`src/rtl/avalon_sdram_arbiter.sv`:
```
// avalon_sdram_arbiter: shares one SDRAM-facing Avalon-MM master port between
// two requesters (m0, m1). Commands are serialised through IDLE/GRANT0/GRANT1
// and read responses are steered back through an in-order owner-tag FIFO.
// Build option: define ARB_FIXED_PRIORITY_EN to make m0 win every tie;
// otherwise ties are resolved round-robin against the last grant.
module avalon_sdram_arbiter #(
   parameter int MAX_OUTSTANDING = 4
) (
   input  logic                                 clk,
   input  logic                                 rst_n,
   output logic                                 m0_waitrequest,
   input  logic [31:0]                          m0_address,
   input  logic                                 m0_read,
   input  logic                                 m0_write,
   input  logic [31:0]                          m0_writedata,
   output logic [31:0]                          m0_readdata,
   output logic                                 m0_readdatavalid,
   output logic                                 m1_waitrequest,
   input  logic [31:0]                          m1_address,
   input  logic                                 m1_read,
   input  logic                                 m1_write,
   input  logic [31:0]                          m1_writedata,
   output logic [31:0]                          m1_readdata,
   output logic                                 m1_readdatavalid,
   input  logic                                 sdram_waitrequest,
   output logic [31:0]                          sdram_address,
   output logic                                 sdram_read,
   output logic                                 sdram_write,
   output logic [31:0]                          sdram_writedata,
   input  logic [31:0]                          sdram_readdata,
   input  logic                                 sdram_readdatavalid,
   output logic [$clog2(MAX_OUTSTANDING+1)-1:0] outstanding,
   output logic                                 err_orphan
);

   localparam int PTR_W = $clog2(MAX_OUTSTANDING);
   localparam int CNT_W = $clog2(MAX_OUTSTANDING + 1);
   localparam logic [CNT_W-1:0] CNT_MAX = CNT_W'(MAX_OUTSTANDING);

   typedef enum logic [1:0] {
      IDLE   = 2'd0,
      GRANT0 = 2'd1,
      GRANT1 = 2'd2
   } state_t;

   state_t                     state_q, state_d;
   logic                       last_grant_q, last_grant_d;
   logic [MAX_OUTSTANDING-1:0] tag_q, tag_d;
   logic [PTR_W-1:0]           wr_ptr_q, wr_ptr_d;
   logic [PTR_W-1:0]           rd_ptr_q, rd_ptr_d;
   logic [CNT_W-1:0]           cnt_q, cnt_d;
   logic                       err_orphan_q, err_orphan_d;

   logic m0_elig_s, m1_elig_s;
   logic cmd_s, rd_only_s, accept_s, push_s, push_tag_s;
   logic fifo_empty_s, pop_s, orphan_s, head_tag_s;

   // Read data is a plain broadcast; only the valid strobe is steered.
   assign m0_readdata = sdram_readdata;
   assign m1_readdata = sdram_readdata;
   assign outstanding = cnt_q;
   assign err_orphan  = err_orphan_q;

   // Eligibility: writes always, reads only while a tag slot is free.
   always_comb begin
      m0_elig_s = m0_write | (m0_read & (cnt_q < CNT_MAX));
      m1_elig_s = m1_write | (m1_read & (cnt_q < CNT_MAX));
   end

   // Decode the granted command: acceptance, and whether it pushes a read tag.
   always_comb begin
      cmd_s      = 1'b0;
      rd_only_s  = 1'b0;
      push_tag_s = 1'b0;
      case (state_q)
         GRANT0: begin
            cmd_s      = m0_read | m0_write;
            rd_only_s  = m0_read & ~m0_write;
            push_tag_s = 1'b0;
         end
         GRANT1: begin
            cmd_s      = m1_read | m1_write;
            rd_only_s  = m1_read & ~m1_write;
            push_tag_s = 1'b1;
         end
         default: begin
            cmd_s      = 1'b0;
            rd_only_s  = 1'b0;
            push_tag_s = 1'b0;
         end
      endcase
      accept_s = cmd_s & ~sdram_waitrequest;
      push_s   = accept_s & rd_only_s;
   end

   // Next-state and last-grant selection.
   always_comb begin
      state_d      = state_q;
      last_grant_d = last_grant_q;
      case (state_q)
         IDLE: begin
            if (m0_elig_s && m1_elig_s) begin
`ifdef ARB_FIXED_PRIORITY_EN
               state_d      = GRANT0;
               last_grant_d = 1'b0;
`else
               // Round-robin: the requester that was not granted last wins.
               if (last_grant_q) begin
                  state_d      = GRANT0;
                  last_grant_d = 1'b0;
               end else begin
                  state_d      = GRANT1;
                  last_grant_d = 1'b1;
               end
`endif
            end else if (m0_elig_s) begin
               state_d      = GRANT0;
               last_grant_d = 1'b0;
            end else if (m1_elig_s) begin
               state_d      = GRANT1;
               last_grant_d = 1'b1;
            end else begin
               state_d = IDLE;
            end
         end
         GRANT0, GRANT1: begin
            // Leave on acceptance, or when the requester abandons its command.
            if (!cmd_s || accept_s) begin
               state_d = IDLE;
            end else begin
               state_d = state_q;
            end
         end
         default: begin
            state_d = IDLE;
         end
      endcase
   end

   // Command port mirrors the granted requester; IDLE drives a quiet bus.
   always_comb begin
      sdram_address   = 32'h0;
      sdram_writedata = 32'h0;
      sdram_read      = 1'b0;
      sdram_write     = 1'b0;
      m0_waitrequest  = 1'b1;
      m1_waitrequest  = 1'b1;
      case (state_q)
         GRANT0: begin
            sdram_address   = m0_address;
            sdram_writedata = m0_writedata;
            sdram_write     = m0_write;
            sdram_read      = m0_read & ~m0_write;
            m0_waitrequest  = ~accept_s;
         end
         GRANT1: begin
            sdram_address   = m1_address;
            sdram_writedata = m1_writedata;
            sdram_write     = m1_write;
            sdram_read      = m1_read & ~m1_write;
            m1_waitrequest  = ~accept_s;
         end
         default: begin
            sdram_read  = 1'b0;
            sdram_write = 1'b0;
         end
      endcase
   end

   // Owner-tag FIFO: push on accepted read, pop on response, flag orphans.
   always_comb begin
      fifo_empty_s = (cnt_q == {CNT_W{1'b0}});
      head_tag_s   = tag_q[rd_ptr_q];
      pop_s        = sdram_readdatavalid & ~fifo_empty_s;
      orphan_s     = sdram_readdatavalid & fifo_empty_s;
      m0_readdatavalid = pop_s & ~head_tag_s;
      m1_readdatavalid = pop_s & head_tag_s;
      tag_d        = tag_q;
      wr_ptr_d     = wr_ptr_q;
      rd_ptr_d     = rd_ptr_q;
      err_orphan_d = err_orphan_q | orphan_s;
      if (push_s) begin
         tag_d[wr_ptr_q] = push_tag_s;
         wr_ptr_d        = wr_ptr_q + PTR_W'(1'b1);
      end else begin
         wr_ptr_d = wr_ptr_q;
      end
      if (pop_s) begin
         rd_ptr_d = rd_ptr_q + PTR_W'(1'b1);
      end else begin
         rd_ptr_d = rd_ptr_q;
      end
      case ({push_s, pop_s})
         2'b10:   cnt_d = cnt_q + CNT_W'(1'b1);
         2'b01:   cnt_d = cnt_q - CNT_W'(1'b1);
         default: cnt_d = cnt_q;
      endcase
   end

   // State register with synchronous active-low reset.
   always_ff @(posedge clk) begin
      if (!rst_n) begin
         state_q      <= IDLE;
         last_grant_q <= 1'b1;
         tag_q        <= {MAX_OUTSTANDING{1'b0}};
         wr_ptr_q     <= {PTR_W{1'b0}};
         rd_ptr_q     <= {PTR_W{1'b0}};
         cnt_q        <= {CNT_W{1'b0}};
         err_orphan_q <= 1'b0;
      end else begin
         state_q      <= state_d;
         last_grant_q <= last_grant_d;
         tag_q        <= tag_d;
         wr_ptr_q     <= wr_ptr_d;
         rd_ptr_q     <= rd_ptr_d;
         cnt_q        <= cnt_d;
         err_orphan_q <= err_orphan_d;
      end
   end

endmodule
```
`config.mk`:
```
export PLATFORM = sky130hd
export DESIGN_NAME = avalon_sdram_arbiter
export DESIGN_NICKNAME = d
export VERILOG_FILES = /design/src/rtl/avalon_sdram_arbiter.sv
export SDC_FILE = /design/constraint.sdc
export NUM_CORES = 1
export LEC_CHECK = 0
export CORE_AREA = 3 3 118 120
export CTS_CLUSTER_SIZE = 8
export DETAILED_ROUTE_END_ITERATION = 16
export DIE_AREA = 0 0 121 123
export PLACE_DENSITY = 0.69
export SETUP_SLACK_MARGIN = 0.5
export SLEW_MARGIN = 20
export SYNTH_ARGS = -nofsm -noshare
export SYNTH_HDL_FRONTEND = slang
export SYNTH_SLANG_ARGS = --single-unit
```
`constraint.sdc`:
```
create_clock -name clk -period 2.3 [get_ports clk]
set_input_delay 0.46 -clock clk [delete_from_list [all_inputs] [get_ports clk]]
set_output_delay 0.46 -clock clk [all_outputs]
set_load 0.1 [all_outputs]
```
## Yosys cells after proc, flatten, opt, wreduce, memory -nomap -nowiden

Cells that the tools add are included.

| storage, ports and cells | value |
|---|---|
| output and inout port bits | 138 |
| bits in registers | 15 |
| memories kept | 0 |
| input port bits | 168 |
| latch bits | 0 |
| memory bits (read-only) | 0 |
| bits in writable memories | 0 |
| word-level logic and storage cells | 75 |

| operators by class | value |
|---|---|
| order comparisons | 4 |
| divide/modulo/power cells | 0 |
| multipliers | 0 |
| equal/unequal tests | 5 |
| reductions and logical operators | 10 |
| multiplexer cells | 24 |
| shift-type cells | 0 |
| bitwise operators | 21 |
| add/sub/neg operators | 4 |

Operators with widths:

| cell | number |
|---|---|
| $pmux 32 s2 | 2 |
| $and 1x1->1 | 10 |
| $mux 2 | 5 |
| $mux 1 | 9 |
| $lt 2x3->1 const B | 2 |
| $not 1->1 | 6 |
| $pmux 1 s2 | 3 |
| $pmux 3 s2 | 1 |
| $or 1x1->1 | 5 |
| $add 2x1->2 const B | 2 |
| $bwmux 4 | 1 |
| $eq 2x1->1 const B | 2 |
| $eq 2x2->1 const B | 2 |
| $pmux 2 s2 | 1 |
| $add 3x1->3 const B | 1 |
| $logic_not 3->1 | 1 |
| $lt 3x3->1 const B | 1 |
| $reduce_bool 3->1 | 1 |
| $sub 3x1->3 const B | 1 |
| $bmux 1 s2 | 1 |
| $demux 1 s2 | 1 |
| $ge 2x1->1 const B | 1 |
| $logic_and 1x1->1 | 2 |
| $logic_not 2->1 | 1 |
| other kinds (6) | 6 |

## Depth between registers and ports, before layout

Gate-level depths: netlist of the first run.

| logic depth | value |
|---|---|
| depth in word-level cells | 7 |
| mapped depth | 12 |
| gate-level depth less buffers | 11 |

## Least setup slack after synthesis of the first run

OpenSTA, ideal clock, no wires.

| timing | value |
|---|---|
| path type | flip-flop to output port |
| start point | register state_q[0] |
| end point | output sdram_read |
| path buffers | 1 |
| cell stages (with the launch flop) | 5 |
| data required time | 1.840 ns |
| setup slack | -1.301 ns |
| data arrival time | 3.141 ns |
| cells stage by stage | dfxtp_1 inv_1 ha_1 buf_2 a21boi_0 |

| between the ends | value |
|---|---|
| word-level cells in the longest chain between the ends | 2 |
| elaborated cells on any way between the ends | 3 |
| those cells by class | eq/ne (2); mux (1) |

Ends and longest elaborated chain:

| element | RTL line | source |
|---|---|---|
| start: declaration | 46 | `state_t state_q, state_d;` |
| start signal: assignment | 211 | `state_q <= state_d;` |
| $eq 2x2->1 or $eq 2x1->1 (tied branches) | 148 | `case (state_q)` |
| $pmux 1 s2 * | 148 |  |
| end: declaration | 27 | `output logic sdram_read,` |

Mark *: on every way between the ends. The rest lies on a longest branch, timed or not.

## Worst setup path in the final report of the first run

| timing | value |
|---|---|
| start point | register state_q[0] |
| end point | output sdram_address[17] |

| between the ends | value |
|---|---|
| word-level cells in the longest chain between the ends | 2 |
| elaborated cells on any way between the ends | 3 |
| those cells by class | eq/ne (2); mux (1) |

Ends and longest elaborated chain:

| element | RTL line | source |
|---|---|---|
| $eq 2x2->1 or $eq 2x1->1 (tied branches) | 148 |  |
| $pmux 32 s2 * | 148 |  |
| end: declaration | 26 | `output logic [31:0] sdram_address,` |

Marked as above.

==> reports/results.tsv, run 1 <==
metric	value	unit
status	complete, no violations	
clk buf depth	2	
first-pass GRT wire length	15740	um
DR vias	2879	
die area	14880	um^2
All-Layer GR Usage	13.25	%
CP bufs+invs	5	
CORE AREA	13090	um^2
Worst setup SP type	flop	
Worst VDD drop	321.4	uV
Worst-Margin Slew	372.8	ps
final hold vios	0	
Die X-Extent	121	um
final non-filler cell total	651	
per-cell routed wire length	18.00	um
Critical Path AT	1760	ps
global route overflow	0	
Ports	306	
max_slew headroom	75.15	%
Crit path top cell by count	buf_12	
vias in the first global route	2879	
Critical R2R Launch	state_q[0]$_SDFFE_PN0P_	
Post-Syn Nets	492	
Port Buffers	209	
CTS hold repair buffers	0	
syn_area_per_cell	7.483	um^2
R2R Setup Slk	120	ps
Synth cell types	35	
DRT Pass-1 Iters	4	
CTS buffer count	3	
layout cell share with drive strength beyond 1	44.84	%
clk_lat worst skew	240	ps
worst-path fanout max	8	
max cap viols	0	
WL final	11720	um
Setup crit end kind	primary output	
critical path's top delay family	buffers and inverters	
Leakage	2.164	nW
GP Congestion	0.7819	
clk sinks	15	
Netlist Area Pre-Place	2350	um^2
fin crit period	2216	ps
Vias/cell	4.422	
total power	3.053	mW
post-place instance area	5545	um^2
CTS tree	done	
Worst setup startpoint	state_q[0]$_SDFFE_PN0P_	
CP max stage cell	dfxtp_4	
Critical Path RT	1840	ps
clk root buf	clkbuf_16	
Async S/R FF share, synth	0	%
crit-path cells	inv_4 -> ha_4 -> buf_4 -> buf_12 -> clkbuf_16 -> nor2b_4 -> buf_12	
Final Max Slew Viols	0	
Max Fclk	451.3	MHz
Reg clk slew, reported paths	50	ps
final setup TNS	0	ps
prevailing post-synth register cell	dfxtp_1	
Layout Nets	654	
Starting Density	17.96	%
Final period util	96.35	%
Yosys reg bits	15	
Die Ht	123	um
hpwl dp	8269	um
drc violations	0	
Cell Pwr Density	507.0	nW/um^2
classification of the worst-slack hold path	flop to flop	
number of synthesized flops with an enable pin	0	
Syn Inst Count	314	
area grow syn2layout	156.3	%
post-route design area	6022	um^2
CP max stage delay	360	ps
ANT nets after route	0	
Ys Warns	0	
filler instances	1166	
final setup fails	0	
sequential fraction of the synthesis area	12.78	%
row count	42	
initial antenna violation count	0	
largest net degree at the start of global routing	36	
dpl cells	630	
Setup crit end	sdram_address[17]	
Antenna diodes	0	
Initial DRC Count	89	
H-Tree Level Count	1	
setup repair after global routing missed its margin	yes	
r2r endpoint	outstanding[2]$_SDFFE_PN0P_	
Setup CP Type	flop to primary output	
critical path depth in cells	7	
R2R depth	11	
Final Skew	2.393	ps
[logic make-up (layout without fill, tap and decap cells)]
| logic type | Yosys count | in the layout | share of synthesized area [%] |
|---|---|---|---|
| DFF | 15 | 15 | 12.78 |
| muxes | 5 | 5 | 2.662 |
| AOI/OAI and AO/OA | 84 | 84 | 27.26 |
| adders and majority gates | 10 | 10 | 5.644 |
| xor gates and xnor gates | 5 | 5 | 1.864 |
| and+or+nand+nor | 98 | 98 | 23.91 |
| buffers and inverters | 97 | 258 | 25.88 |
[cells in the mapped netlist, types with 3 or more instances]
library cell,n,area (um^2)
buf_1,3,11.26
ha_1,9,112.6
nor2b_1,67,419.2
mux2i_1,4,40.04
a22oi_1,65,488.0
clkbuf_1,17,63.81
xor2_1,3,26.28
dfxtp_1,15,300.3
nand2_1,14,52.55
buf_4,64,480.5
a21oi_1,6,30.03
nor2_1,7,26.28
o21ai_0,3,15.01
buf_2,3,15.01
inv_1,9,33.78
[routing by layer]
| layer | global-route usage [%] | vias up | part of all wire [%] |
|---|---|---|---|
| met5 | 0 | - | 0 |
| met4 | 2.408 | 0 | 1.0 |
| met3 | 2.836 | 23 | 8.2 |
| met2 | 24.97 | 156 | 54 |
| met1 | 15.52 | 1352 | 37 |
| li1 | - | 1348 | - |
[report_power, final]
part | internal (mW) | leakage [nW] | switching [mW] | total (mW)
combinational | 1.18 | 2.00 | 1.26 | 2.44
sequential | 0.268 | 0.126 | 0.0108 | 0.279
clock | 0.234 | 0.0382 | 0.101 | 0.335
total | 1.68 | 2.16 | 1.37 | 3.05
[cell type report]
class	instances	area (um^2)	share of cell area [%]
Sequential cell	15	317.8	5.277
Clock buffer	4	78.83	1.309
Multi-Input combinational cell	202	2077	34.49
Inverter	10	40.04	0.6649
Timing Repair Buffer	244	3288	54.60
Tap cell	176	220.2	3.657
[through the flow]
stage / worst slack, ps / hold WS [ps] / util (%)
after floorplan: 66.15 / 435.3 / -
after global placement: -194.7 / 446.7 / 42.38
after detailed placement: -282.6 / 462.8 / 42.38
after CTS: 110.8 / 469.5 / 44.32
after global routing: 12.20 / 488.0 / 46.02
final: 83.96 / 469.3 / 46.02
[repair_timing]
item | in CTS | in global routing
setup endpoints to repair | 75 | 77
buffers inserted | 7 | 2
gates resized for setup | 25 | 16
pin swaps | 6 | 3
gates cloned | 2 | 6
[worst min-delay path by stage]
stage | startpoint | endpoint | slack (ps) | cells past startpoint
2_1_floorplan | tag_q[2]$_SDFFE_PN0P_ | tag_q[2]$_SDFFE_PN0P_ | 440 | 2
3_3_place_gp | tag_q[0]$_SDFFE_PN0P_ | tag_q[0]$_SDFFE_PN0P_ | 450 | 2
3_5_place_dp | tag_q[2]$_SDFFE_PN0P_ | tag_q[2]$_SDFFE_PN0P_ | 460 | 2
4_1_cts | state_q[1]$_SDFFE_PN0P_ | state_q[1]$_SDFFE_PN0P_ | 470 | 2
5_1_grt | state_q[1]$_SDFFE_PN0P_ | state_q[1]$_SDFFE_PN0P_ | 490 | 2
6_report | state_q[1]$_SDFFE_PN0P_ | state_q[1]$_SDFFE_PN0P_ | 470 | 2
[sequential cells by signal, summed over array words and instances, names as in the netlist]
signal	cells
outstanding	3
wr_ptr_q	2
last_grant_q	1
tag_q	4
rd_ptr_q	2
state_q	2
err_orphan	1
[worst register-to-register path, stage by stage, from the launching register on]
cell and delay (ps):
dfxtp_4 360, inv_4 50, ha_4 310, o211ai_4 100
a221oi_4 310, inv_2 80, ha_4 170, inv_2 50
fa_2 190, xor2_1 70, or3_1 300, a21oi_1 120
[cell usage in the layout (no fill, tap or decap), drive strengths merged]
cell type	n
clkbuf	9
buf	104
o31a	1
nand3	1
or3b	1
a21bo	1
and2	2
nand2b	1
dfxtp	15
nand2	14
or3	1
a21oi	6
nor3	2
clkdlybuf4s50	130
clkinv	1
o21a	1
xnor2	2
nor2	7
xor2	3
ha	9
nand3b	2
a22oi	65
inv	9
a21boi	2
mux4	1
mux2i	4
o211ai	3
fa	1
o21ai	3
o31ai	1
a221oi	1
nor2b	67
dlygate4sd2	5
(Power assumes the default switching activity.)
==> run 2: changes to the inputs <==
--- a/config.mk
+++ b/config.mk
@@ -5,10 +5,11 @@
 export SDC_FILE = /design/constraint.sdc
 export NUM_CORES = 1
 export LEC_CHECK = 0
-export CORE_AREA = 3 3 118 120
+export ABC_AREA = 1
+export CORE_AREA = 3 3 117 119
 export CTS_CLUSTER_SIZE = 8
 export DETAILED_ROUTE_END_ITERATION = 16
-export DIE_AREA = 0 0 121 123
+export DIE_AREA = 0 0 120 122
 export PLACE_DENSITY = 0.69
 export SETUP_SLACK_MARGIN = 0.5
 export SLEW_MARGIN = 20
==> reports/results.tsv, run 2 <==
metric	value	unit
status	complete, no violations	
WL final	14840	um
synth cell count leaders	nand2_1 (154), a21oi_1 (82), buf_4 (65), inv_1 (18), dfxtp_1 (15)	
Port Buffers	209	
most common cell after layout, fill and taps aside	clkdlybuf4s50_1	
Reg clk slew, reported paths	50	ps
sequential fraction of the synthesis area	13.03	%
filler instances	1034	
area leader, netlist	nand2_1	
vias in the first global route	3487	
setup repair after global routing missed its margin	yes	
total power	3.902	mW
Critical R2R Launch	state_q[0]$_SDFFE_PN0P_	
Async S/R FF share, synth	0	%
H-Tree Level Count	1	
top post-synthesis cells by area	nand2_1 (25%), buf_4 (21%), a21oi_1 (18%)	
hpwl dp	9387	um
initial antenna violation count	0	
Synth cell types	25	
All-Layer GR Usage	16.67	%
Vias/cell	4.423	
Setup crit end	sdram_address[25]	
Worst setup SP type	flop	
Clock Power Share	8.8	%
Layout Nets	766	
clk root buf	clkbuf_16	
per-cell routed wire length	19.55	um
Worst-Margin Slew	413.9	ps
CP max stage delay	380	ps
internal power	1.910	mW
Final period util	94.34	%
worst-path fanout max	6	
Syn Inst Count	402	
Worst setup startpoint	state_q[1]$_SDFFE_PN0P_	
Netlist Area Pre-Place	2305	um^2
area grow syn2layout	206.1	%
global route overflow	0	
Logic pwr share	83.9	%
final hold vios	0	
row count	41	
Ys Warns	0	
CORE AREA	12670	um^2
final setup fails	0	
Worst VDD drop	350.4	uV
Crit path top cell by count	buf_12	
max cap viols	0	
fin crit period	2170	ps
Die Ht	122	um
number of synthesized flops with an enable pin	0	
Yosys reg bits	15	
dpl cells	711	
Final Max Slew Viols	0	
critical path depth in cells	7	
layout cell share with drive strength beyond 1	53.15	%
CTS tree	done	
DRT Pass-1 Iters	4	
clk sinks	15	
Net Switching	1.993	mW
Critical Path RT	1840	ps
Setup CP Type	flop to primary output	
R2R depth	11	
final non-filler cell total	759	
DR vias	3357	
Starting Density	18.19	%
drc violations	0	
Cell Pwr Density	553.2	nW/um^2
Leakage	2.572	nW
Initial DRC Count	127	
Die X-Extent	120	um
max reg flops	4	
Synth top area share	25.08	%
top-count cell post-synth	nand2_1	
GP Congestion	0.7464	
Ports	306	
R2R Setup Slk	170	ps
Post-Syn Nets	580	
Max Fclk	460.9	MHz
critical path's top delay family	buffers and inverters	
die area	14640	um^2
CP bufs+invs	5	
Setup crit end kind	primary output	
CP max stage cell	dfxtp_4	
first-pass GRT wire length	19390	um
crit-path cells	inv_4 -> ha_4 -> buf_12 -> inv_12 -> clkbuf_16 -> a21oi_4 -> buf_12	
classification of the worst-slack hold path	flop to flop	
max_slew headroom	72.32	%
Largest Register	tag_q	
prevailing post-synth register cell	dfxtp_1	
ANT nets after route	0	
r2r endpoint	outstanding[2]$_SDFFE_PN0P_	
most frequent cells in the layout	clkdlybuf4s50_1 (130), buf_12 (77), nand2_1 (76)	
Flop pwr share	7.3	%
Sw Ratio	51.06	%
largest net degree at the start of global routing	24	
Antenna diodes	0	
syn_area_per_cell	5.733	um^2
Multi-input gate area	2550	um^2
clk buf depth	2	
Sequential Area	319.1	um^2
Final Skew	2.499	ps
CTS buffer count	3	
clk_lat worst skew	250	ps
Critical Path AT	1710	ps
==> run 2: cell count changes in the layout (fill, tap and decap cells not counted), moves of 6 or more <==
cell	delta
nand2_2	+41
nand3_1	+6
a22oi_2	-7
nor2b_4	-66
a21oi_4	+64
nand2_4	+35
buf_16	+12
nand2_1	+64
a22oi_1	-58
a21oi_1	+11
==> run 2: cells by family (layout without fill, tap and decap cells) <==
kind of cell	count (synthesis)	count (layout)	synth area share, %
and+or+nand+nor	176	176	31.11
buffers and inverters	107	292	28.77
AOI/OAI and AO/OA	94	94	21.34
DFF	15	15	13.03
adders and majority gates	10	10	5.755
==> run 2: worst min-delay path by stage <==
| stage | from | to | slack [ps] | cells after the start |
|---|---|---|---|---|
| global route | err_orphan$_SDFF_PN0_ | err_orphan$_SDFF_PN0_ | 520 | 1 |
| detailed placement | err_orphan$_SDFF_PN0_ | err_orphan$_SDFF_PN0_ | 460 | 1 |
| finish | err_orphan$_SDFF_PN0_ | err_orphan$_SDFF_PN0_ | 470 | 1 |
| floorplan | tag_q[1]$_SDFFE_PN0P_ | tag_q[1]$_SDFFE_PN0P_ | 450 | 2 |
| global placement | err_orphan$_SDFF_PN0_ | err_orphan$_SDFF_PN0_ | 450 | 1 |
| CTS | err_orphan$_SDFF_PN0_ | err_orphan$_SDFF_PN0_ | 480 | 1 |
==> run 2: final cells by class <==
cell class              instances  share of cell area [%]
repair buffers                267                   53.49
multi-input cells             280                   36.15
flip-flops and latches         15                   4.523
well taps                     172                   3.051
inverters                      20                   1.490
clock buffers                   3                   1.064
repair inverters                1                  0.1596
clock inverters                 1                 0.07095
==> run 2: per-layer routing <==
metal	vias up	routed length, um	GRT usage (%)
met2	153	8397	33.23
li1	1596	-	-
met3	10	983	4.503
met4	0	95	2.863
met5	-	0	0
met1	1598	5366	17.56
==> run 2: metrics by stage <==
stage,utilization (%),cell area (um^2),setup WS (ps),hold WS [ps],TNS [ps]
2_1_floorplan,-,3244,264.7,451.4,0
4_1_cts,50.80,6437,176.5,475.9,0
6_report,55.67,7054,130.1,470.8,0
3_5_place_dp,45.01,5703,-200.1,460.5,-397.5
5_1_grt,55.67,7054,89.09,517.7,0
3_3_place_gp,45.01,5703,-160.9,454.2,-286.6
==> run 2: power by group through the flow <==
stage	Sequential [mW]	Clock [mW]	Combinational (mW)
global placement	0.284	0	2.40
CTS	0.284	0.350	2.92
floorplan	0.295	0	2.15
finish	0.284	0.343	3.28
global route	0.286	0.360	3.37
detailed placement	0.285	0	2.42
==> run 2: what timing repair did <==
item | CTS | global route
hold buffers | 0 | 0
hold endpoints to repair | 0 | 0
setup buffers | 14 | 9
resized for setup | 80 | 88
cloned | 11 | 10
endpoints found under the setup margin | 73 | 73
pin swaps | 35 | 56
==> run 3: changes to the inputs <==
--- a/config.mk
+++ b/config.mk
@@ -6,11 +6,11 @@
 export NUM_CORES = 1
 export LEC_CHECK = 0
 export ABC_AREA = 1
-export CORE_AREA = 3 3 117 119
+export CORE_AREA = 3 3 116 118
 export CTS_CLUSTER_SIZE = 8
 export DETAILED_ROUTE_END_ITERATION = 16
-export DIE_AREA = 0 0 120 122
-export PLACE_DENSITY = 0.69
+export DIE_AREA = 0 0 119 121
+export PLACE_DENSITY = 0.68
 export SETUP_SLACK_MARGIN = 0.5
 export SLEW_MARGIN = 20
 export SYNTH_ARGS = -nofsm -noshare
==> constraint.sdc (replaced) <==
create_clock -name clk -period 2.7 [get_ports clk]
set_input_delay 0.54 -clock clk [delete_from_list [all_inputs] [get_ports clk]]
set_output_delay 0.54 -clock clk [all_outputs]
set_load 0.1 [all_outputs]
==> reports/results.tsv, run 3 (synthesis results as in run 2) <==
metric	value	unit
first-pass GRT wire length	17660	um
Crit path top cell by count	buf_12	
R2R depth	11	
final setup fails	0	
max cap viols	0	
filler instances	1140	
post-layout util	48.60	%
Ports	306	
CTS hold repair buffers	0	
die area	14400	um^2
Flop pwr share	8.4	%
CTS tree	done	
Cell Pwr Density	469.9	nW/um^2
Worst setup SP type	flop	
Starting Density	18.34	%
global route overflow	0	
max_slew headroom	69.60	%
DRT Pass-1 Iters	6	
initial antenna violation count	1	
All-Layer GR Usage	14.97	%
Die Ht	121	um
Vias/cell	4.386	
hpwl dp	9292	um
layout cell share with drive strength beyond 1	36.53	%
Final Skew	3.611	ps
Critical Path RT	2160	ps
Setup CP Type	flop to primary output	
area grow syn2layout	165.0	%
Worst setup startpoint	state_q[0]$_SDFFE_PN0P_	
Max Fclk	454.2	MHz
Final Max Slew Viols	0	
crit-path cells	inv_4 -> ha_4 -> buf_12 -> inv_16 -> buf_12 -> a21oi_4 -> buf_12	
Multi-input gate area	2177	um^2
setup repair after global routing missed its margin	yes	
worst-path fanout max	11	
critical path's top delay family	buffers and inverters	
row count	41	
Layout Nets	732	
Net Switching	1.493	mW
Largest Register	tag_q	
CORE AREA	12570	um^2
CP max stage cell	dfxtp_4	
CTS buffer count	3	
status	complete, no violations	
final hold vios	0	
CP bufs+invs	5	
Worst Hold Depth	1	
Antenna diodes	0	
Initial DRC Count	105	
GP Congestion	0.7876	
Worst-Margin Slew	454.5	ps
clk_lat worst skew	240	ps
Port Buffers	209	
classification of the worst-slack hold path	flop to flop	
max reg flops	4	
Final period util	81.54	%
CP max stage delay	370	ps
largest net degree at the start of global routing	38	
Critical R2R Launch	state_q[0]$_SDFFE_PN0P_	
clk buf depth	2	
Leakage	2.003	nW
Logic pwr share	81.5	%
Critical Path AT	1660	ps
r2r endpoint	outstanding[2]$_SDFFE_PN0P_	
drc violations	0	
fin crit period	2202	ps
final setup TNS	0	ps
Clock Power Share	10.1	%
most common cell after layout, fill and taps aside	nand2_1	
Setup crit end kind	primary output	
Worst VDD drop	282.8	uV
Die X-Extent	119	um
Sw Ratio	52.01	%
vias in the first global route	3270	
Sequential Area	314.1	um^2
min-delay src	err_orphan$_SDFF_PN0_	
clk sinks	15	
DR vias	3180	
Hold EP	err_orphan$_SDFF_PN0_	
most frequent cells in the layout	nand2_1 (151), clkdlybuf4s50_1 (129), buf_12 (77)	
internal power	1.377	mW
WL final	12030	um
Reg clk slew, reported paths	50	ps
per-cell routed wire length	16.59	um
clk root buf	clkbuf_16	
ANT nets after route	0	
H-Tree Level Count	1	
R2R Setup Slk	540	ps
## run 3: metrics by stage
stage	hold WS [ps]	power, mW	cells	area [um^2]	worst slack (ps)
floorplan	451.4	1.946	402	3037	270.8
global placement	457.8	2.237	706	5562	102.0
detailed placement	467.1	2.254	706	5562	41.78
CTS	481.6	2.752	719	5898	486.6
global route	503.7	2.978	725	6108	419.7
finish	483.6	2.870	725	6108	498.3
## run 3: layout make-up
class                   instances  share of cell area, %
repair buffers                233                  52.68
multi-input cells             280                  35.64
inverters                      20                  1.577
flip-flops and latches         15                  5.141
clock buffers                   4                  1.290
well taps                     172                  3.523
repair inverters                1                 0.1434
## run 3: worst max path at each step
stage / end / cells past startpoint
5_1_grt: outstanding[2]$_SDFFE_PN0P_ / 11
4_1_cts: outstanding[2]$_SDFFE_PN0P_ / 10
3_3_place_gp: outstanding[2]$_SDFFE_PN0P_ / 12
2_1_floorplan: sdram_address[0] / 6
6_report: sdram_writedata[7] / 7
3_5_place_dp: outstanding[2]$_SDFFE_PN0P_ / 12
## run 3: per-layer routing
| metal | vias to the layer above | part of all wire [%] | GRT usage, % |
|---|---|---|---|
| met3 | 12 | 8.9 | 5.594 |
| met4 | 2 | 1.2 | 3.114 |
| met1 | 1470 | 37 | 16.24 |
| met5 | - | 0.067 | 0 |
| met2 | 169 | 53 | 27.73 |
| li1 | 1527 | - | - |
## run 3: repair_timing
action / 4_1_cts / 5_1_grt
pin swaps: 4 / 7
cloned: 3 / 3
endpoints found under the setup margin: 71 / 68
buffers inserted: 6 / 3
gates resized for setup: 41 / 26
## run 3: power groups by stage
stage	sequential, mW	combinational, mW	clock [mW]
floorplan	0.250	1.70	0
global placement	0.241	2.00	0
detailed placement	0.242	2.01	0
CTS	0.238	2.22	0.296
global route	0.243	2.43	0.307
finish	0.242	2.34	0.289
